$ cat src/rtl/decode_stage.sv
// RV32I decode stage: field/immediate extraction, load-use interlock and a
// single-entry valid/ready output register feeding execute.
module decode_stage #(
    parameter int DWIDTH = 32,
    parameter int AWIDTH = 5
) (
    input  logic              d_clk,
    input  logic              d_rst,
    input  logic              d_i_valid,
    output logic              d_i_ready,
    input  logic [31:0]       d_i_instr,
    input  logic [DWIDTH-1:0] d_i_pc,
    input  logic              d_flush,
    output logic [AWIDTH-1:0] d_addr_rs1,
    output logic [AWIDTH-1:0] d_addr_rs2,
    output logic              d_o_valid,
    input  logic              d_o_ready,
    output logic [DWIDTH-1:0] d_o_pc,
    output logic [6:0]        d_o_opcode,
    output logic [2:0]        d_o_funct3,
    output logic [6:0]        d_o_funct7,
    output logic [AWIDTH-1:0] d_o_rd,
    output logic [DWIDTH-1:0] d_o_imm,
    output logic              d_o_illegal
);

    localparam logic [6:0] OP_REG   = 7'b0110011;
    localparam logic [6:0] OP_IMM   = 7'b0010011;
    localparam logic [6:0] OP_LOAD  = 7'b0000011;
    localparam logic [6:0] OP_STORE = 7'b0100011;
    localparam logic [6:0] OP_BR    = 7'b1100011;
    localparam logic [6:0] OP_LUI   = 7'b0110111;
    localparam logic [6:0] OP_AUIPC = 7'b0010111;
    localparam logic [6:0] OP_JAL   = 7'b1101111;
    localparam logic [6:0] OP_JALR  = 7'b1100111;
    localparam logic [6:0] OP_FENCE = 7'b0001111;
    localparam logic [6:0] OP_SYS   = 7'b1110011;

    logic [6:0]        w_op;
    logic              w_is_r, w_is_i, w_is_s, w_is_b, w_is_u, w_is_j;
    logic              w_legal, w_uses_rs1, w_uses_rs2;
    logic [AWIDTH-1:0] w_fld_rs1, w_fld_rs2, w_fld_rd;
    logic [AWIDTH-1:0] w_rs1, w_rs2, w_rd;
    logic signed [11:0] w_imm_i, w_imm_s;
    logic signed [12:0] w_imm_b;
    logic signed [20:0] w_imm_j;
    logic signed [31:0] w_imm_u;
    logic [DWIDTH-1:0] w_imm;
    logic              w_hazard, w_accept;

    logic              r_valid;
    logic [DWIDTH-1:0] r_pc;
    logic [6:0]        r_opcode;
    logic [2:0]        r_funct3;
    logic [6:0]        r_funct7;
    logic [AWIDTH-1:0] r_rd;
    logic [DWIDTH-1:0] r_imm;
    logic              r_illegal;
    logic [AWIDTH-1:0] r_rs1_hold, r_rs2_hold;

    assign w_op   = d_i_instr[6:0];
    assign w_is_r = (w_op == OP_REG);
    assign w_is_i = (w_op inside {OP_IMM, OP_LOAD, OP_JALR, OP_FENCE, OP_SYS});
    assign w_is_s = (w_op == OP_STORE);
    assign w_is_b = (w_op == OP_BR);
    assign w_is_u = (w_op inside {OP_LUI, OP_AUIPC});
    assign w_is_j = (w_op == OP_JAL);
    assign w_legal = (d_i_instr[1:0] == 2'b11) &&
                     (w_is_r || w_is_i || w_is_s || w_is_b || w_is_u || w_is_j);

    // Source usage follows the opcode alone, so unknown opcodes still read rs1.
    assign w_uses_rs1 = !(w_op inside {OP_LUI, OP_AUIPC, OP_JAL});
    assign w_uses_rs2 = w_is_r || w_is_s || w_is_b;

    assign w_fld_rs1 = AWIDTH'(d_i_instr[19:15]);
    assign w_fld_rs2 = AWIDTH'(d_i_instr[24:20]);
    assign w_fld_rd  = AWIDTH'(d_i_instr[11:7]);
    assign w_rs1 = w_uses_rs1 ? w_fld_rs1 : '0;
    assign w_rs2 = w_uses_rs2 ? w_fld_rs2 : '0;
    assign w_rd  = (!w_legal || w_is_s || w_is_b) ? '0 : w_fld_rd;

    assign w_imm_i = d_i_instr[31:20];
    assign w_imm_s = {d_i_instr[31:25], d_i_instr[11:7]};
    assign w_imm_b = {d_i_instr[31], d_i_instr[7], d_i_instr[30:25], d_i_instr[11:8], 1'b0};
    assign w_imm_u = {d_i_instr[31:12], 12'b0};
    assign w_imm_j = {d_i_instr[31], d_i_instr[19:12], d_i_instr[20], d_i_instr[30:21], 1'b0};

    always_comb begin
        w_imm = '0;
        if (w_legal) begin
            if (w_is_i)      w_imm = DWIDTH'(w_imm_i);
            else if (w_is_s) w_imm = DWIDTH'(w_imm_s);
            else if (w_is_b) w_imm = DWIDTH'(w_imm_b);
            else if (w_is_u) w_imm = DWIDTH'(w_imm_u);
            else if (w_is_j) w_imm = DWIDTH'(w_imm_j);
        end
    end

    // Load-use interlock: the loaded value is not available until the load leaves.
    assign w_hazard = r_valid && (r_opcode == OP_LOAD) && (r_rd != '0) &&
                      ((w_uses_rs1 && (w_fld_rs1 == r_rd)) ||
                       (w_uses_rs2 && (w_fld_rs2 == r_rd)));

    assign d_i_ready = (!r_valid || d_o_ready) && !w_hazard && !d_flush;
    assign w_accept  = d_i_valid && d_i_ready;

    assign d_addr_rs1 = d_rst ? '0 : (w_accept ? w_rs1 : r_rs1_hold);
    assign d_addr_rs2 = d_rst ? '0 : (w_accept ? w_rs2 : r_rs2_hold);

    always_ff @(posedge d_clk or posedge d_rst) begin
        if (d_rst) begin
            r_valid    <= 1'b0;
            r_pc       <= '0;
            r_opcode   <= '0;
            r_funct3   <= '0;
            r_funct7   <= '0;
            r_rd       <= '0;
            r_imm      <= '0;
            r_illegal  <= 1'b0;
            r_rs1_hold <= '0;
            r_rs2_hold <= '0;
        end else if (d_flush) begin
            r_valid <= 1'b0;
        end else if (w_accept) begin
            r_valid    <= 1'b1;
            r_pc       <= d_i_pc;
            r_opcode   <= w_op;
            r_funct3   <= d_i_instr[14:12];
            r_funct7   <= d_i_instr[31:25];
            r_rd       <= w_rd;
            r_imm      <= w_imm;
            r_illegal  <= !w_legal;
            r_rs1_hold <= w_rs1;
            r_rs2_hold <= w_rs2;
        end else if (!r_valid || d_o_ready) begin
            r_valid <= 1'b0;
        end
    end

    assign d_o_valid   = r_valid;
    assign d_o_pc      = r_pc;
    assign d_o_opcode  = r_opcode;
    assign d_o_funct3  = r_funct3;
    assign d_o_funct7  = r_funct7;
    assign d_o_rd      = r_rd;
    assign d_o_imm     = r_imm;
    assign d_o_illegal = r_illegal;

endmodule

$ cat config.mk
export PLATFORM = sky130hd
export DESIGN_NAME = decode_stage
export DESIGN_NICKNAME = d
export VERILOG_FILES = /design/src/rtl/decode_stage.sv
export SDC_FILE = /design/constraint.sdc
export NUM_CORES = 1
export LEC_CHECK = 0
export BUFFER_PORTS_ARGS = -buffer_cell sky130_fd_sc_hd__buf_2
export CAP_MARGIN = 40
export CORE_UTILIZATION = 35
export DETAILED_ROUTE_END_ITERATION = 6
export PLACE_DENSITY_LB_ADDON = 0.05
export SLEW_MARGIN = 10
export SYNTH_ARGS = -nofsm -noshare
export SYNTH_HDL_FRONTEND = slang
export SYNTH_SLANG_ARGS = --single-unit
$ cat constraint.sdc
create_clock -name d_clk -period 5.2 [get_ports d_clk]
set_input_delay 0.78 -clock d_clk [delete_from_list [all_inputs] [get_ports d_clk]]
set_output_delay 0.78 -clock d_clk [all_outputs]
set_load 0.02 [all_outputs]
Word level (Yosys, flattened, before mapping). Cells that the tools add are included. W data, S select, Z words.

Flip-flop bits (word level): 98. Bits of input ports: 69. Output and inout port bits: 99. Word-level logic and storage cells: 73.

Equality and inequality tests: 15. Muxes and demuxes: 16. Bitwise gates (word level): 1. Reductions and logical operators: 31.

Operator list (number): $mux W32 (6); $mux W5 (7); $eq A7 B7 Y1 const B (4); $eq A7 B6 Y1 const B (3); $eq A7 B2 Y1 const B (2); $eq A7 B5 Y1 const B (2); $logic_or A1 B1 Y1 (11); $eq A5 B5 Y1 (2); $reduce_bool A5 Y1 (2); $logic_and A1 B1 Y1 (9); $eq A7 B4 Y1 const B (1); $reduce_bool A3 Y1 (2); $logic_not A1 Y1 (5); $mux W1 (3); $eq A2 B2 Y1 const B (1); $reduce_and A2 Y1 (1); $reduce_bool A2 Y1 (1); $not A1 Y1 (1).

Depth between registers and ports, before layout. Gate-level depths: netlist of the first run.

Depth after elaboration: 12. Gate-level depth with buffers: 9. Gate-level depth less buffers: 6.

Least setup slack after synthesis of the first run. No wires, ideal clock.

Kind: in2out. From: input port d_rst. To: output port d_addr_rs1[0]. Arrival time: 4.562 ns. Required time: 4.420 ns. Slack: -0.142 ns. Cell stages on the path: 4. Buffers on the path: 1. Cells stage by stage: inv_1 -> clkbuf_1 -> nand3b_1 -> mux2i_1.

Cells in the longest elaborated chain, start to end: 1.

Ends and longest elaborated chain: from (decl) (line 8) `input logic d_rst,`; $mux W5 (line 107) `assign d_addr_rs1 = d_rst ? '0 : (w_accept ? w_rs1 : r_rs1_hold);`; to (decl) (line 14) `output logic [AWIDTH-1:0] d_addr_rs1,`.

No other way between the ends.

Worst setup path in the final report of the first run.
From: input port d_i_instr[4]. To: output port d_addr_rs2[0].

Cells in the longest elaborated chain, start to end: 12. Elaborated cells between the ends (all ways): 21. Those cells by class: 6 x eq/ne; 3 x mux; 12 x reduce/logical.

Ends and longest elaborated chain: from (decl) (line 11) `input logic [31:0] d_i_instr,`; $eq A7 B6 Y1 (tied with other cells) (line 72) `assign w_uses_rs1 = !(w_op inside {OP_LUI, OP_AUIPC, OP_JAL});`; $reduce_bool A3 Y1 or $logic_or A1 B1 Y1 (tied branches) (line 72, 73); $logic_not A1 Y1 or $logic_or A1 B1 Y1 (tied branches) (line 72, 73); $logic_and A1 B1 Y1 (on tied branches) (line 101, 102); $logic_or A1 B1 Y1 (line 101) `((w_uses_rs1 && (w_fld_rs1 == r_rd)) ||`; $logic_and A1 B1 Y1 (line 100) `assign w_hazard = r_valid && (r_opcode == OP_LOAD) && (r_rd != '0) &&`; $logic_not A1 Y1 (line 104) `assign d_i_ready = (!r_valid || d_o_ready) && !w_hazard && !d_flush;`; $logic_and A1 B1 Y1 (2 in a row) (line 104); $logic_and A1 B1 Y1 (line 105) `assign w_accept = d_i_valid && d_i_ready;`; $mux W5 (*); $mux W5 (*) (line 108) `assign d_addr_rs2 = d_rst ? '0 : (w_accept ? w_rs2 : r_rs2_hold);`; to (decl) (line 15) `output logic [AWIDTH-1:0] d_addr_rs2,`.

Every way passes the cells marked *; elsewhere a longest branch is shown, timed or not.

==> results of run 1 <==
==> kinds of logic after synthesis <==
family | share of synthesized area
buffers and inverters | 0.04482
flip-flops | 0.5260
AO/OA/AOI/OAI | 0.06442
XOR/XNOR | 0.01879
AND/OR/NAND/NOR | 0.1135
multiplexers | 0.2324
==> cell type report <==
type,count,area (um^2)
clock inverter,1,8.758
clock buffer,14,274.0
fill,1244,6895
multi-input combinational,247,2001
sequential,98,2452
timing repair buffer,175,908.4
inverter,18,70.07
tap,172,215.2
==> worst max-delay path by stage <==
stage | endpoint | start | depth (start not counted)
floorplan | d_addr_rs1[0] | d_rst | 4
global placement | d_addr_rs2[2] | d_i_instr[4] | 9
detailed placement | d_addr_rs2[0] | d_i_instr[4] | 9
CTS | d_addr_rs2[0] | d_i_instr[4] | 9
global route | d_addr_rs2[4] | d_i_instr[4] | 9
finish | d_addr_rs2[0] | d_i_instr[4] | 9
==> cells in the final DEF, fill, tap and decap left out, types with 2 or more instances in the layout <==
cell type  instances
clkbuf_1           2
nor3_1             2
nand3b_1           5
or4_1              2
and4_1             5
nor2b_1           12
xnor2_1            7
a21o_1             5
mux2i_1           25
a21bo_1            6
nand4_1            7
nand2_1           29
mux2_1            74
and2_1             2
xor2_1             3
inv_1             17
o21ai_1            2
and3_1             7
nor2_1             9
nand3_1            2
buf_4              7
clkbuf_8           3
buf_2            167
a21oi_1           15
dfrtp_1           98
o21ai_0            7
clkbuf_16          9
==> stage by stage <==
step / area [um^2] / total power, W / utilization / std cells
final: 5929 / 0.001923 / 0.4623 / 725
after global routing: 5929 / 0.002022 / 0.4623 / 725
after CTS: 5929 / 0.001957 / 0.4623 / 725
after detailed placement: 5647 / 0.001305 / 0.4403 / 710
after global placement: 5619 / 0.001298 / 0.4381 / 708
after floorplan: 4663 / 0.001150 / - / 386
==> state kept, by name, indices dropped and copies added, names as in the netlist <==
name         flops
d_o_funct3       3
d_o_valid        1
d_o_opcode       7
d_o_funct7       7
d_o_rd           5
d_o_pc          32
d_o_imm         32
r_rs1_hold       5
d_o_illegal      1
r_rs2_hold       5
==> worst max-delay path: cells and delay by family <==
family	cells	cell delay, ps
compound gates	2	550
buf+inv	3	610
mux	1	440
simple gates	3	990
==> power by group <==
group / internal (W) / total [W] / switching, W
clock: 0.000363 / 0.000640 / 0.000277
combinational: 0.000152 / 0.000391 / 0.000239
sequential: 0.000848 / 0.000892 / 0.0000438
total: 0.00136 / 0.00192 / 0.000560
==> routing by layer <==
layer / routed length, um / GRT usage / vias up
met3: 586 / 0.03745 / 10
met5: 0 / 0 / -
met1: 5162 / 0.2257 / 1688
met2: 5439 / 0.2814 / 109
li1: - / - / 1686
met4: 162 / 0.06818 / 0
==> flow_metrics.py, run 1 <==
metrics = {
    "critical_path": {
        "reg2reg_to": "d_o_pc[31]",
        "slowest_stage": "or3b_2",
        "timing_worst_setup_path_type": "in2out",
        "crit_path_end_kind": "primary output",
        "worstReg2RegStart": "d_o_opcode[2]",
        "reg2reg_slack_ps": 1760,
        "path_common_cell": "buf_2",
        "cp_data_arrival_time_ps": 3420,
        "slowest_delay_ps": 480,
        "cp_cell_sequence": "buf_2 > or3b_2 > a21oi_1 > buf_4 > or4_1 > o211a_2 > nand2_4 > mux2_1 > buf_2",
        "cp_max_fo": 38,
        "r2r_cells": 7,
        "start_kind": "primary input",
        "required_ps": 4420,
    },
    "power_and_ir_drop": {
        "pwr_density_cell_mw_per_mm2": 324.3,
        "peakVddDrop_v": 0.0001517,
        "p_leak_nw": 3.153,
    },
    "synthesis": {
        "syn_area_mm2": 0.004662,
        "yosysMostFrequentCell": "dfrtp_1",
        "ys_warn_count": 0,
        "synthArstFlopShare": 1.000,
        "ys_seq_area_frac": 0.5260,
        "synth-edff-count": 0,
        "ys_top_cells_by_count": "dfrtp_1, mux2_1, nand2_1",
        "synthTopCellsByArea": "dfrtp_1, mux2_1, mux2i_1",
        "syn_inst": 386,
        "synth_area_per_cell_um2": 12.08,
        "syn_nets": 455,
        "ys_types": 47,
        "synth_top_area_share": 0.5260,
        "yosys_register_bits": 98,
        "synthFlopType": "dfrtp_1",
        "yosysTopAreaCell": "dfrtp_1",
    },
    "routing": {
        "vias": 3493,
        "wl_per_cell_um": 15.66,
        "ant_nets": 0,
        "avgViaCountPerCell": 4.818,
        "wirelength_mm": 11.35,
        "drtPass1Iterations": 4,
        "drcViolationCount": 0,
        "drt-initial-drc-count": 194,
    },
    "sta": {
        "fin_crit_sh": 0.8075,
        "setup_violations": 0,
        "finalSetupTns_ps": 0,
        "final.min_clock_period_ps": 4199,
        "fin_skew_ps": 8.267,
        "hold_violations": 0,
        "slew_viol_final": 0,
        "rsz0062_at_grt": "false",
        "slew_headroom": 0.5638,
        "whs_ps": 482.9,
        "worst_pin_slew_ps": 649.9,
        "fmax_ghz": 0.2381,
        "setup_slack_ps": 1001,
    },
    "place": {
        "portBuffers": 167,
        "gp_congestion": 0.8238,
        "dpl.hpwl_mm": 8.137,
        "dp_slack_ps": 997.0,
    },
    "clock_network": {
        "cts_tree": "built",
        "cts_hold_buf": 0,
        "clock_path_buffers": 2,
        "cts_made_buffers": 9,
        "post_cts_resized": 0,
        "path_clk_slew_ps": 60,
        "h-tree-depth": 3,
        "cts_sinks": 98,
        "root_buffer": "clkbuf_16",
        "clock_latency_ps": 340,
        "cts_setup_buffers": 0,
    },
    "worst_hold_path": {
        "hp-class": "reg2reg",
        "min-delay-start": "d_o_pc[4]",
        "hold_end": "d_o_pc[4]",
        "hold_depth": 1,
    },
    "layout": {
        "diodes": 0,
        "syn2layout_area_growth_pct": 27.19,
        "fin_nets": 618,
        "drive_above_1_share": 0.3490,
    },
    "die": {
        "die_y_um": 117.4,
        "die_area_mm2": 0.01379,
        "initial_core_util": 0.3635,
        "die_w_um": 117.4,
        "core-area_mm2": 0.01282,
        "num_io_pins": 168,
        "rows": 41,
    },
    "status": {
        "outcome": "completed",
    },
    "grt": {
        "grtUsageTotal": 0.1738,
        "grt_pass1_wl_mm": 18.74,
        "overflow": 0,
        "grt_start_max_net_pins": 46,
        "grt_pass1_vias": 3541,
        "grt_antenna_before_repair": 0,
    },
    "run": {
        "cap_violations": 0,
    },
}
No activity file was read; power rests on OpenSTA's default activity.
==> inputs of run 2 (changes only) <==
--- a/config.mk
+++ b/config.mk
@@ -5,6 +5,7 @@
 export SDC_FILE = /design/constraint.sdc
 export NUM_CORES = 1
 export LEC_CHECK = 0
+export ABC_AREA = 1
 export BUFFER_PORTS_ARGS = -buffer_cell sky130_fd_sc_hd__buf_2
 export CAP_MARGIN = 40
 export CORE_UTILIZATION = 35
==> constraint.sdc (replaced) <==
create_clock -name d_clk -period 3.5 [get_ports d_clk]
set_input_delay 0.525 -clock d_clk [delete_from_list [all_inputs] [get_ports d_clk]]
set_output_delay 0.525 -clock d_clk [all_outputs]
set_load 0.02 [all_outputs]
==> run 2 against run 1 <==
Sequential power rose by 48%. Utilization rose by 1.1 points. Register-to-register slack got worse by 910 ps. Hold slack got worse by 350 ps. Combinational power rose by 52%. Clock-buffer cell count fell by 2. Critical path type is now reg2out. Largest cell class unchanged. Highest routed layer unchanged.
==> flow_metrics.py, run 2 <==
metrics = {
    "synthesis": {
        "ys_types": 26,
        "synthArstFlopShare": 1.000,
        "ys_top_cells_by_count": "nand2_1, dfrtp_1, nor2_1",
        "yosysTopAreaCell": "dfrtp_1",
        "synthFlopType": "dfrtp_1",
        "synth_compound_area_frac": 0.07536,
        "yosys_register_bits": 98,
        "ys_seq_area_frac": 0.5470,
        "synth-edff-count": 0,
        "synth-simple-area-share": 0.2936,
        "syn_inst": 564,
        "synth_top_area_share": 0.5470,
        "synth_area_per_cell_um2": 7.949,
        "yosysMostFrequentCell": "nand2_1",
        "synth-adder-area-share": 0,
        "syn_area_mm2": 0.004483,
        "synth_top_family_by_area": "simple AND/OR/NAND/NOR gates",
        "synthXorXnorAreaFrac": 0.01368,
        "synth.area.mux_share": 0,
        "syn_nets": 633,
        "synthTopCellsByArea": "dfrtp_1, nand2_1, o21ai_1",
        "ys_warn_count": 0,
    },
    "die": {
        "rows": 40,
        "initial_core_util": 0.3656,
        "core-area_mm2": 0.01226,
        "num_io_pins": 168,
        "die_y_um": 115.2,
        "die_area_mm2": 0.01327,
        "die_w_um": 115.2,
    },
    "place": {
        "placedCellCount": 882,
        "dp_slack_ps": 562.2,
        "gp_congestion": 0.8570,
        "portBuffers": 167,
        "dpl.hpwl_mm": 9.256,
    },
    "grt": {
        "grt_pass1_wl_mm": 19.58,
        "grt_pass1_vias": 3921,
        "grtUsageTotal": 0.1950,
        "overflow": 0,
        "grt_start_max_net_pins": 65,
        "grt_antenna_before_repair": 0,
    },
    "worst_hold_path": {
        "hp-class": "in2async",
    },
    "clock_network": {
        "h-tree-depth": 3,
        "cts_setup_buffers": 0,
        "cts_made_buffers": 9,
        "root_buffer": "clkbuf_16",
        "cts_hold_buf": 0,
        "post_cts_resized": 0,
        "cts_tree": "built",
        "cts_sinks": 98,
        "clock_path_buffers": 2,
        "path_clk_slew_ps": 70,
        "clock_latency_ps": 350,
    },
    "status": {
        "outcome": "completed",
    },
    "routing": {
        "drcViolationCount": 0,
        "vias": 4153,
        "wirelength_mm": 12.33,
        "drtPass1Iterations": 4,
        "avgViaCountPerCell": 4.625,
        "wl_per_cell_um": 13.73,
        "ant_nets": 0,
        "drt-initial-drc-count": 174,
    },
    "layout": {
        "fin_nets": 794,
        "nFillCells": 1273,
        "drive_above_1_share": 0.2890,
        "most-common-layout-cells": "nand2_1, buf_2, dfrtp_1",
        "diodes": 0,
        "final_common_cell": "nand2_1",
        "stdcell_count": 898,
        "syn2layout_area_growth_pct": 29.53,
    },
    "critical_path": {
        "reg2reg_slack_ps": 850,
        "cp_max_fo": 21,
        "slowest_delay_ps": 400,
        "slowest_stage": "dfrtp_1",
        "reg2reg_to": "d_o_imm[2]",
        "r2r_cells": 10,
        "start_kind": "flop",
        "required_ps": 2970,
        "cp_data_arrival_time_ps": 2320,
        "crit_path_end_kind": "primary output",
        "cp_cell_sequence": "nor3_1 > nand4_1 > a21oi_1 > nand2_4 > nand3_4 > nand2_1 > nand2_1 > nor2_1 > buf_2",
        "path_common_cell": "nand2_1",
        "timing_worst_setup_path_type": "reg2out",
        "worstReg2RegStart": "d_o_opcode[4]",
    },
    "sta": {
        "worst_pin_slew_ps": 748.3,
        "fin_skew_ps": 7.320,
        "setup_slack_ps": 654.9,
        "fmax_ghz": 0.3515,
        "rsz0062_at_grt": "false",
        "setup_violations": 0,
        "final.min_clock_period_ps": 2845,
        "whs_ps": 131.0,
        "slew_headroom": 0.4993,
        "fin_crit_sh": 0.8129,
        "finalSetupTns_ps": 0,
        "slew_viol_final": 0,
        "hold_violations": 0,
    },
    "power_and_ir_drop": {
        "peakVddDrop_v": 0.0002093,
        "pwr_density_cell_mw_per_mm2": 513.7,
        "p_leak_nw": 3.298,
        "total_power_w": 0.002983,
    },
    "run": {
        "cap_violations": 0,
    },
}
==> run 2: logic make-up (layout without fill, tap and decap cells) <==
| kind of cell | count (synthesis) | count (layout) |
|---|---|---|
| buf+inv | 71 | 237 |
| compound gates | 66 | 66 |
| xor+xnor | 7 | 7 |
| flops | 98 | 98 |
| simple gates | 322 | 322 |
==> run 2: critical path: cells and delay by family, from the launching register on <==
family / cells / cell delay (ps)
DFF: 1 / 400
buffers and inverters: 1 / 160
AOI/OAI and AO/OA: 1 / 320
and+or+nand+nor: 7 / 1070
==> run 2: worst max path at each step <==
stage,startpoint,end,slack (ps),depth (start not counted)
3_5_place_dp,d_i_instr[6],d_o_pc[10],560,13
4_1_cts,d_o_opcode[5],d_addr_rs1[1],580,9
3_3_place_gp,d_i_instr[6],d_o_opcode[3],640,13
6_report,d_o_opcode[4],d_addr_rs1[1],650,9
2_1_floorplan,d_rst,d_o_funct3[0],210,2
5_1_grt,d_o_opcode[0],d_addr_rs2[2],380,10
==> run 2: area by class of cell <==
cell class	instances	area, um^2	share of cell area
Tap cell	168	210.2	0.03620
Multi-Input combinational cell	395	1723	0.2967
Inverter	43	163.9	0.02823
Sequential cell	98	2452	0.4223
Timing Repair Buffer	178	935.9	0.1612
Clock buffer	12	246.5	0.04245
Clock inverter	4	75.07	0.01293
==> run 2: through the flow <==
| stage | utilization | area [um^2] |
|---|---|---|
| final | 0.4736 | 5807 |
| after detailed placement | 0.4473 | 5485 |
| after global routing | 0.4736 | 5807 |
| after global placement | 0.4447 | 5453 |
| after CTS | 0.4736 | 5807 |
| after floorplan | - | 4483 |
==> run 2: per-layer routing <==
metal  up-vias  GRT usage  wire [um]
met2       123     0.3112       5682
li1       2080          -          -
met5         -          0          0
met4         0    0.08571        204
met1      1936     0.2520       5767
met3        14    0.04692        676
==> run 2: where the power goes <==
part           switching, W  total, W  internal [W]
registers         0.0000651   0.00132       0.00126
clock network      0.000421   0.00107      0.000646
logic              0.000395  0.000595      0.000200
total              0.000881   0.00298       0.00210
